**src/rtl/alu_serial_frame_rx.sv**
```systemverilog
// Serial ALU command receiver: 11-bit bytes {START,TYPE,D[7:0],STOP} -> {B,A,OP,ERR} on a valid/ready port.
// Output registered the cycle after the final STOP, held while !OUT_READY; optional ALU_RX_TIMEOUT_EN aborts stalled frames.
module alu_serial_frame_rx #(
  parameter int         DATA_W      = 32,
  parameter logic [7:0] OP_MASK     = 8'h33,
  parameter int         TIMEOUT_CYC = 64
) (
  input  logic              CLK,
  input  logic              RST,
  input  logic              SIN,
  output logic              OUT_VALID,
  input  logic              OUT_READY,
  output logic [DATA_W-1:0] OUT_B,
  output logic [DATA_W-1:0] OUT_A,
  output logic [2:0]        OUT_OP,
  output logic [2:0]        OUT_ERR,
  output logic              FRAME_ERR,
  output logic              OVERRUN
);

  localparam int NB     = DATA_W / 8;
  localparam int NBYTES = 2 * NB;
  localparam int KW     = $clog2(NBYTES + 1);
  localparam logic [KW-1:0] K_LAST = KW'(NBYTES);

  typedef enum logic [1:0] {S_IDLE, S_TYPE, S_DATA, S_STOP} state_t;

  state_t              r_state;
  logic                r_type;
  logic [2:0]          r_bit;
  logic [7:0]          r_byte;
  logic [KW-1:0]       r_k;
  logic [3:0]          r_crc;
  logic [2*DATA_W-1:0] r_sr;

  logic                r_out_valid;
  logic [DATA_W-1:0]   r_out_b;
  logic [DATA_W-1:0]   r_out_a;
  logic [2:0]          r_out_op;
  logic [2:0]          r_out_err;
  logic                r_frame_err;
  logic                r_overrun;

  logic       w_data_ok;
  logic       w_data_err;
  logic       w_crc_err;
  logic       w_op_err;
  logic [2:0] w_err;
  logic       w_crc_en;
  logic       w_crc_in;
  logic       w_timeout;

  // Serial CRC4, poly x^4+x+1, MSB first
  function automatic logic [3:0] crc_step(input logic [3:0] c, input logic d);
    logic fb;
    fb = c[3] ^ d;
    return {c[2], c[1], c[0] ^ fb, fb};
  endfunction

  assign w_data_ok  = !r_type && (r_k != K_LAST);
  assign w_data_err = !(r_type && (r_k == K_LAST));
  assign w_crc_err  = (r_crc != r_byte[3:0]);
  assign w_op_err   = !OP_MASK[r_byte[6:4]];
  assign w_err      = w_data_err ? 3'b100 :
                      w_crc_err  ? 3'b010 :
                      w_op_err   ? 3'b001 : 3'b000;

  // In the CTL byte, the bit-7 slot carries the constant 1 of the CRC message, then OP; CRC bits are not fed.
  assign w_crc_en = !r_type || (r_bit >= 3'd4);
  assign w_crc_in = (r_type && (r_bit == 3'd7)) ? 1'b1 : SIN;

`ifdef ALU_RX_TIMEOUT_EN
  localparam int TW = $clog2(TIMEOUT_CYC + 1);
  logic [TW-1:0] r_idle_cnt;

  assign w_timeout = (r_state == S_IDLE) && SIN && (r_k != '0) &&
                     (r_idle_cnt == TW'(TIMEOUT_CYC - 1));

  always_ff @(posedge CLK) begin
    if (RST || (r_state != S_IDLE) || (r_k == '0) || w_timeout)
      r_idle_cnt <= '0;
    else
      r_idle_cnt <= r_idle_cnt + TW'(1);
  end
`else
  assign w_timeout = 1'b0;
`endif

  always_ff @(posedge CLK) begin
    if (RST) begin
      r_state     <= S_IDLE;
      r_type      <= 1'b0;
      r_bit       <= 3'd0;
      r_byte      <= 8'd0;
      r_k         <= '0;
      r_crc       <= 4'd0;
      r_sr        <= '0;
      r_out_valid <= 1'b0;
      r_out_b     <= '0;
      r_out_a     <= '0;
      r_out_op    <= 3'd0;
      r_out_err   <= 3'd0;
      r_frame_err <= 1'b0;
      r_overrun   <= 1'b0;
    end else begin
      r_frame_err <= 1'b0;
      r_overrun   <= 1'b0;
      if (OUT_READY)
        r_out_valid <= 1'b0;

      case (r_state)
        S_IDLE: begin
          if (w_timeout) begin
            r_frame_err <= 1'b1;
            r_k         <= '0;
            r_crc       <= 4'd0;
            r_sr        <= '0;
          end else if (!SIN) begin
            r_state <= S_TYPE;
          end
        end
        S_TYPE: begin
          r_type  <= SIN;
          r_bit   <= 3'd7;
          r_state <= S_DATA;
        end
        S_DATA: begin
          r_byte <= {r_byte[6:0], SIN};
          r_bit  <= r_bit - 3'd1;
          if (w_crc_en)
            r_crc <= crc_step(r_crc, w_crc_in);
          if (r_bit == 3'd0)
            r_state <= S_STOP;
        end
        S_STOP: begin
          r_state <= S_IDLE;
          if (!SIN) begin
            r_frame_err <= 1'b1;
            r_k         <= '0;
            r_crc       <= 4'd0;
            r_sr        <= '0;
          end else if (w_data_ok) begin
            r_sr <= {r_sr[2*DATA_W-9:0], r_byte};
            r_k  <= r_k + KW'(1);
          end else begin
            r_k   <= '0;
            r_crc <= 4'd0;
            r_sr  <= '0;
            // Output slot is free if empty or being drained this very cycle.
            if (!r_out_valid || OUT_READY) begin
              r_out_valid <= 1'b1;
              r_out_b     <= r_sr[2*DATA_W-1:DATA_W];
              r_out_a     <= r_sr[DATA_W-1:0];
              r_out_op    <= w_data_err ? 3'd0 : r_byte[6:4];
              r_out_err   <= w_err;
            end else begin
              r_overrun <= 1'b1;
            end
          end
        end
        default: r_state <= S_IDLE;
      endcase
    end
  end

  assign OUT_VALID = r_out_valid;
  assign OUT_B     = r_out_b;
  assign OUT_A     = r_out_a;
  assign OUT_OP    = r_out_op;
  assign OUT_ERR   = r_out_err;
  assign FRAME_ERR = r_frame_err;
  assign OVERRUN   = r_overrun;

endmodule

```
**config.mk**
```make
export PLATFORM = sky130hd
export DESIGN_NAME = alu_serial_frame_rx
export DESIGN_NICKNAME = d
export VERILOG_FILES = /design/src/rtl/alu_serial_frame_rx.sv
export SDC_FILE = /design/constraint.sdc
export NUM_CORES = 1
export LEC_CHECK = 0
export BUFFER_PORTS_ARGS = -buffer_cell sky130_fd_sc_hd__buf_2
export CORE_MARGIN = 4
export CORE_UTILIZATION = 30
export CTS_CLUSTER_DIAMETER = 50
export DETAILED_ROUTE_END_ITERATION = 10
export SLEW_MARGIN = 20
export SYNTH_ARGS = -nofsm -noshare
export SYNTH_HDL_FRONTEND = slang
export SYNTH_SLANG_ARGS = --single-unit
```
**constraint.sdc**
```tcl
create_clock -name CLK -period 1.95 [get_ports CLK]
set_clock_uncertainty 0.05 [all_clocks]
set_input_delay 0.2925 -clock CLK [delete_from_list [all_inputs] [get_ports CLK]]
set_output_delay 0.2925 -clock CLK [all_outputs]
set_load 0.03 [all_outputs]
```
==> results of run 1 <==
[layer usage]
metal	routed length, microns	vias up
met5	0	-
met4	108	0
met3	597	8
met2	6350	89
met1	6290	2075
li1	-	2302
[flip-flops by register name, indices dropped and copies added, names as in the netlist, 4 cells and up, named ones only]
name and cells:
r_k 4, OUT_A 32, OUT_B 32, r_crc 4, r_byte 8, r_sr 64
[worst max path at each step]
| stage | to | cells past startpoint | startpoint |
|---|---|---|---|
| after global placement | OUT_OP[0]$_SDFFE_PP0P_ | 6 | r_k[0]$_SDFFE_PP0P_ |
| final | r_crc[2]$_SDFFE_PP0P_ | 6 | r_k[0]$_SDFFE_PP0P_ |
| after CTS | OUT_ERR[0]$_SDFFE_PP0P_ | 6 | r_k[0]$_SDFFE_PP0P_ |
| after floorplan | OUT_A[10]$_SDFFE_PP0P_ | 9 | r_k[0]$_SDFFE_PP0P_ |
| after detailed placement | OUT_ERR[0]$_SDFFE_PP0P_ | 6 | r_k[0]$_SDFFE_PP0P_ |
| after global routing | r_crc[2]$_SDFFE_PP0P_ | 6 | r_k[0]$_SDFFE_PP0P_ |
[repair_timing]
item / in CTS / in global routing
buffers inserted: 0 / 1
gates resized for setup: 0 / 4
setup endpoints to repair: 0 / 67
[logic make-up (layout without fill, tap and decap cells)]
| group | Yosys count | in the layout | synth area share |
|---|---|---|---|
| buf+inv | 60 | 133 | 0.0462 |
| compound gates | 156 | 156 | 0.180 |
| xor+xnor | 7 | 7 | 0.0107 |
| fa+ha+maj | 10 | 10 | 0.0218 |
| mux | 11 | 11 | 0.0192 |
| flops | 160 | 160 | 0.558 |
| simple gates | 236 | 236 | 0.164 |
[per-stage QoR]
| step | cell area, sq um | std cells |
|---|---|---|
| after floorplan | 5740 | 640 |
| after global placement | 6400 | 915 |
| after detailed placement | 6400 | 915 |
| after CTS | 6990 | 946 |
| after global routing | 7020 | 947 |
| final | 7020 | 947 |
[cell usage in the layout (no fill, tap or decap), drive strengths merged, types with 2 or more instances in the layout]
cell / instances
nand4: 2
a21oi: 67
o211a: 3
a311oi: 2
nand2b: 2
nor3: 4
a22oi: 68
nand3b: 4
bufinv: 2
clkbuf: 27
o21ai: 3
a22o: 5
nand2: 132
nand3: 3
inv: 11
mux2i: 11
nor2: 86
xnor2: 6
a211oi: 2
ha: 10
buf: 91
dfxtp: 160
[power breakdown]
part	switching [mW]	internal, mW	leakage (nW)
logic	0.375	0.245	1.10
registers	0.0812	3.33	1.29
clock network	1.23	2.08	0.290
[final cells by class]
class                   count  share of cell area
multi-input cells         420               0.324
flip-flops and latches    160               0.456
clock inverters             4              0.0103
clock buffers              27              0.0745
inverters                  11             0.00588
well taps                 234              0.0417
repair buffers             91              0.0871
==> impl_metrics.toml, run 1 <==
[worst_setup_path]
rr_worst_depth = 6
required_ps = 2190
cp_max_fo = 7
cp_slowest_cell = "o311ai_2"
r2r_setup_slack_ps = 130
crit_chain = "inv_1, ha_1, and3b_2, o311ai_2, nand3b_1, a21oi_1"
worst-setup-path-type = "flip-flop to flip-flop"
critical-path-max-stage-delay_ps = 480
cp.arrival_ps = 2060
crit_buf_inv = 1
start_kind = "flip-flop"
worstSetupEndpointType = "flip-flop"
crit_family = "compound AO/OA/AOI/OAI gates"
r2r_end = "r_crc[2]$_SDFFE_PP0P_"
crit-reg2reg-launch = "r_k[0]$_SDFFE_PP0P_"

[global_routing]
grt_pass1_vias = 4339
grt.busiest_layer = "met2"
grt_use_met2 = 0.202
grt_max_degree = 81
antenna_found_initial = 0
grt.total_usage = 0.127
grtUsageMet1 = 0.167
grt.overflow.total = 0
grt_pass1_wl_mm = 22.3
gr-usage-met3 = 0.0301

[cells_and_area]
fill_cells = 1918
drive_gt1_frac = 0.178
nets = 715
regArea_sq_mm = 0.00320
area_growth_pct = 22.3
multiInputGateArea_sq_mm = 0.00228
n_antenna_cell = 0
final_util = 0.374

[min_path]
holdCritStartpoint = "SIN"
worstHoldPathType = "input pin to flip-flop"
min_delay_path_depth = 2
whs_endpoint = "FRAME_ERR$_SDFF_PP0_"

[routing]
wl_per_cell_microns = 14.1
drtIter0Drc = 279
remaining_drc_errors = 0
via_per_inst = 4.72
num_vias = 4474
drt-pass1-iter-count = 4
antenna_left = 0
drt_wl_total_mm = 13.3

[cts]
cts_hold_buf = 0
h-tree-depth = 4
cts_sinks = 160
cts.path.max_buffers = 2
cts-root-buf = "clkbuf_16"
clock_latency_ps = 420
path_clk_slew_ps = 60
cts_tree = "built"
cts_buffers = 17

[timing]
relSlewSlack = 0.679
fmaxAchievable_mhz = 551
fin_ws_ps = 134
worst_slew_pin_slew_ps = 481
report.final.slew_viol_count = 0
rsz0062_at_grt = "false"
fin_tns_setup_ps = 0
final_hold_viol_count = 0
setup_viol = 0
finalCriticalPeriod_ps = 1820
holdWs_ps = 137
min_period_over_period = 0.932

[logic_synthesis]
synth-main-ff-cell = "dfxtp_1"
ys_ff_latch = 160
ys_types = 34
yosysSeqAreaShare = 0.558
synth.net_count = 654
yosysTopAreaCellShare = 0.558
yosysWarnings = 0
netlist.top_cell.by_area = "dfxtp_1"
synth_most_common_cell = "dfxtp_1"
synth_edf_count = 0
synth_area_sq_mm = 0.00574
syn_avg_cell_area_sq_um = 8.97
synthTopCellsByArea = "dfxtp_1 56%, a22oi_1 8.9%, nand2_1 8.6%"
synth_common_cells = "160 x dfxtp_1, 132 x nand2_1, 86 x nor2_1, 68 x a22oi_1, 67 x a21oi_1"
syn_inst = 640
async_flop_share = 0

[place]
pre_cts_ws_ps = 24.2
place.gp.congestion = 0.744
dp_hpwl_mm = 8.69
port_buffers = 76

[floorplan]
design.portCount = 77
die_y_microns = 146
die-area_sq_mm = 0.0214
core_area_sq_mm = 0.0188
rows = 50
die_x_microns = 146
start_util = 0.306

[power_and_ir_drop]
p_leak_nw = 2.68
power_density_mw_per_mm2 = 1050
ir_worst_vdd_mv = 0.561
power.total_mw = 7.35

[flow_run]
max-cap-violations = 0

[run_status]
outcome = "finished, final reports clean"
Note: power is estimated with default switching activity, not from simulation.
==> run 2, diff against run 1 <==
- CORE_MARGIN: 4 -> not set
- REMOVE_ABC_BUFFERS: not set -> 1
==> run 2 against run 1 <==
Setup slack improved by 26 ps. Routed wire length decreased by 7.9%. Critical path depth unchanged. Sequential cell count unchanged. First-iteration DRC count decreased by 22%. Critical endpoint unchanged. Die area decreased by 8.0%. Critical path type unchanged. Largest cell class unchanged. Power decreased by 0.56%. Sequential share of layout area decreased by 0.057 points.
==> impl_metrics.toml, run 2 (same netlist as run 1, synthesis figures left out) <==
[run_status]
outcome = "finished, final reports clean"

[cts]
h-tree-depth = 4
cts.path.max_buffers = 2
cts-root-buf = "clkbuf_16"
cts_buffers = 17
cts_tree = "built"
path_clk_slew_ps = 60
clock_latency_ps = 420
cts_sinks = 160

[flow_run]
max-cap-violations = 0

[timing]
report.final.slew_viol_count = 0
fin_tns_setup_ps = 0
relSlewSlack = 0.688
fin_ws_ps = 159
worst_slew_pin_slew_ps = 467
min_period_over_period = 0.918
finalCriticalPeriod_ps = 1790
final_hold_viol_count = 0
setup_viol = 0
fmaxAchievable_mhz = 558
holdWs_ps = 166
rsz0062_at_grt = "false"

[worst_setup_path]
crit_chain = "inv_1, ha_1, and3b_2, o311ai_2, nand3b_1, a21oi_1"
cp.arrival_ps = 2030
cp_max_fo = 7
r2r_setup_slack_ps = 160
worst-setup-path-type = "flip-flop to flip-flop"
start_kind = "flip-flop"
crit_buf_inv = 1
cp_slowest_cell = "o311ai_2"
cp_num_cells = 6
critical-path-max-stage-delay_ps = 460
crit_family = "compound AO/OA/AOI/OAI gates"
required_ps = 2190
worstSetupEndpointType = "flip-flop"
rr_worst_depth = 6

[floorplan]
die_x_microns = 140
die_y_microns = 140
core_area_sq_mm = 0.0187
start_util = 0.307
rows = 50
design.portCount = 77
die-area_sq_mm = 0.0197

[routing]
via_per_inst = 4.67
remaining_drc_errors = 0
drtIter0Drc = 218
drt_wl_total_mm = 12.3
wl_per_cell_microns = 12.9
antenna_left = 0
num_vias = 4449
drt-pass1-iter-count = 5

[place]
dp_hpwl_mm = 7.71
port_buffers = 76
placed_area_sq_mm = 0.00643
pre_cts_ws_ps = 43.5
place.gp.congestion = 0.786

[power_and_ir_drop]
switching_share = 0.244
p_switching_mw = 1.78
p_int_mw = 5.53
p_leak_nw = 2.69
ir_worst_vdd_mv = 0.528
p_comb_frac = 0.084
power_density_mw_per_mm2 = 1040
seqPwrFrac = 0.467
clkPwrFrac = 0.449

[cells_and_area]
area_growth_pct = 22.5
n_antenna_cell = 0
drive_gt1_frac = 0.185
regMostFlops = "r_sr"
largest_reg_flops = 64
fill_cells = 1909
regArea_sq_mm = 0.00320
layout_common_cells = "160 x dfxtp_1, 132 x nand2_1, 86 x nor2_1"
multiInputGateArea_sq_mm = 0.00227
layout_commonest_cell = "dfxtp_1"
final_util = 0.376
fin_area_sq_mm = 0.00703
nets = 719

[global_routing]
grt.total_usage = 0.130
grt_pass1_wl_mm = 20.4
grt_pass1_vias = 4089
antenna_found_initial = 0
grt.overflow.total = 0
grt_max_degree = 68

[min_path]
min_delay_path_depth = 2
worstHoldPathType = "input pin to flip-flop"
-- run 2: path summary, 6_finish.rpt --
path / start / endpoint
worst min-delay path: RST / r_bit[0]$_SDFFE_PP0P_
worst max-delay path: r_k[0]$_SDFFE_PP0P_ / r_crc[2]$_SDFFE_PP0P_
worst max register to register: r_k[0]$_SDFFE_PP0P_ / r_crc[2]$_SDFFE_PP0P_
worst min register to register: OUT_A[27]$_SDFFE_PP0P_ / OUT_A[27]$_SDFFE_PP0P_
-- run 2: power by group through the flow --
stage | clock (mW) | combinational, mW | sequential, mW
6_report | 3.28 | 0.612 | 3.42
2_1_floorplan | 0 | 0.387 | 3.47
3_5_place_dp | 0 | 0.614 | 3.49
5_1_grt | 3.52 | 0.688 | 3.43
3_3_place_gp | 0 | 0.611 | 3.49
4_1_cts | 3.37 | 0.617 | 3.41
-- run 2: metrics by stage --
stage,cells,power [mW]
finish,952,7.31
global placement,920,4.10
floorplan,591,3.86
CTS,952,7.40
detailed placement,920,4.10
global route,952,7.64
-- run 2: area by class of cell --
class                   instances  area share
flip-flops and latches        160       0.456
inverters                      11     0.00587
well taps                     234      0.0416
repair buffers                 95      0.0895
multi-input cells             420       0.323
clock inverters                12      0.0192
clock buffers                  20      0.0649
-- run 2: layer usage --
metal / part of all wire / global-route usage
met2: 0.45 / 0.199
met1: 0.51 / 0.171
met5: 0 / 0
met3: 0.035 / 0.0458
met4: 0.0082 / 0.0416
-- run 2: what timing repair did --
item	CTS	global route
endpoints found under the hold margin	0	0
buffers inserted	0	0
hold buffers	0	0
resized for setup	0	2
endpoints found under the setup margin	0	96
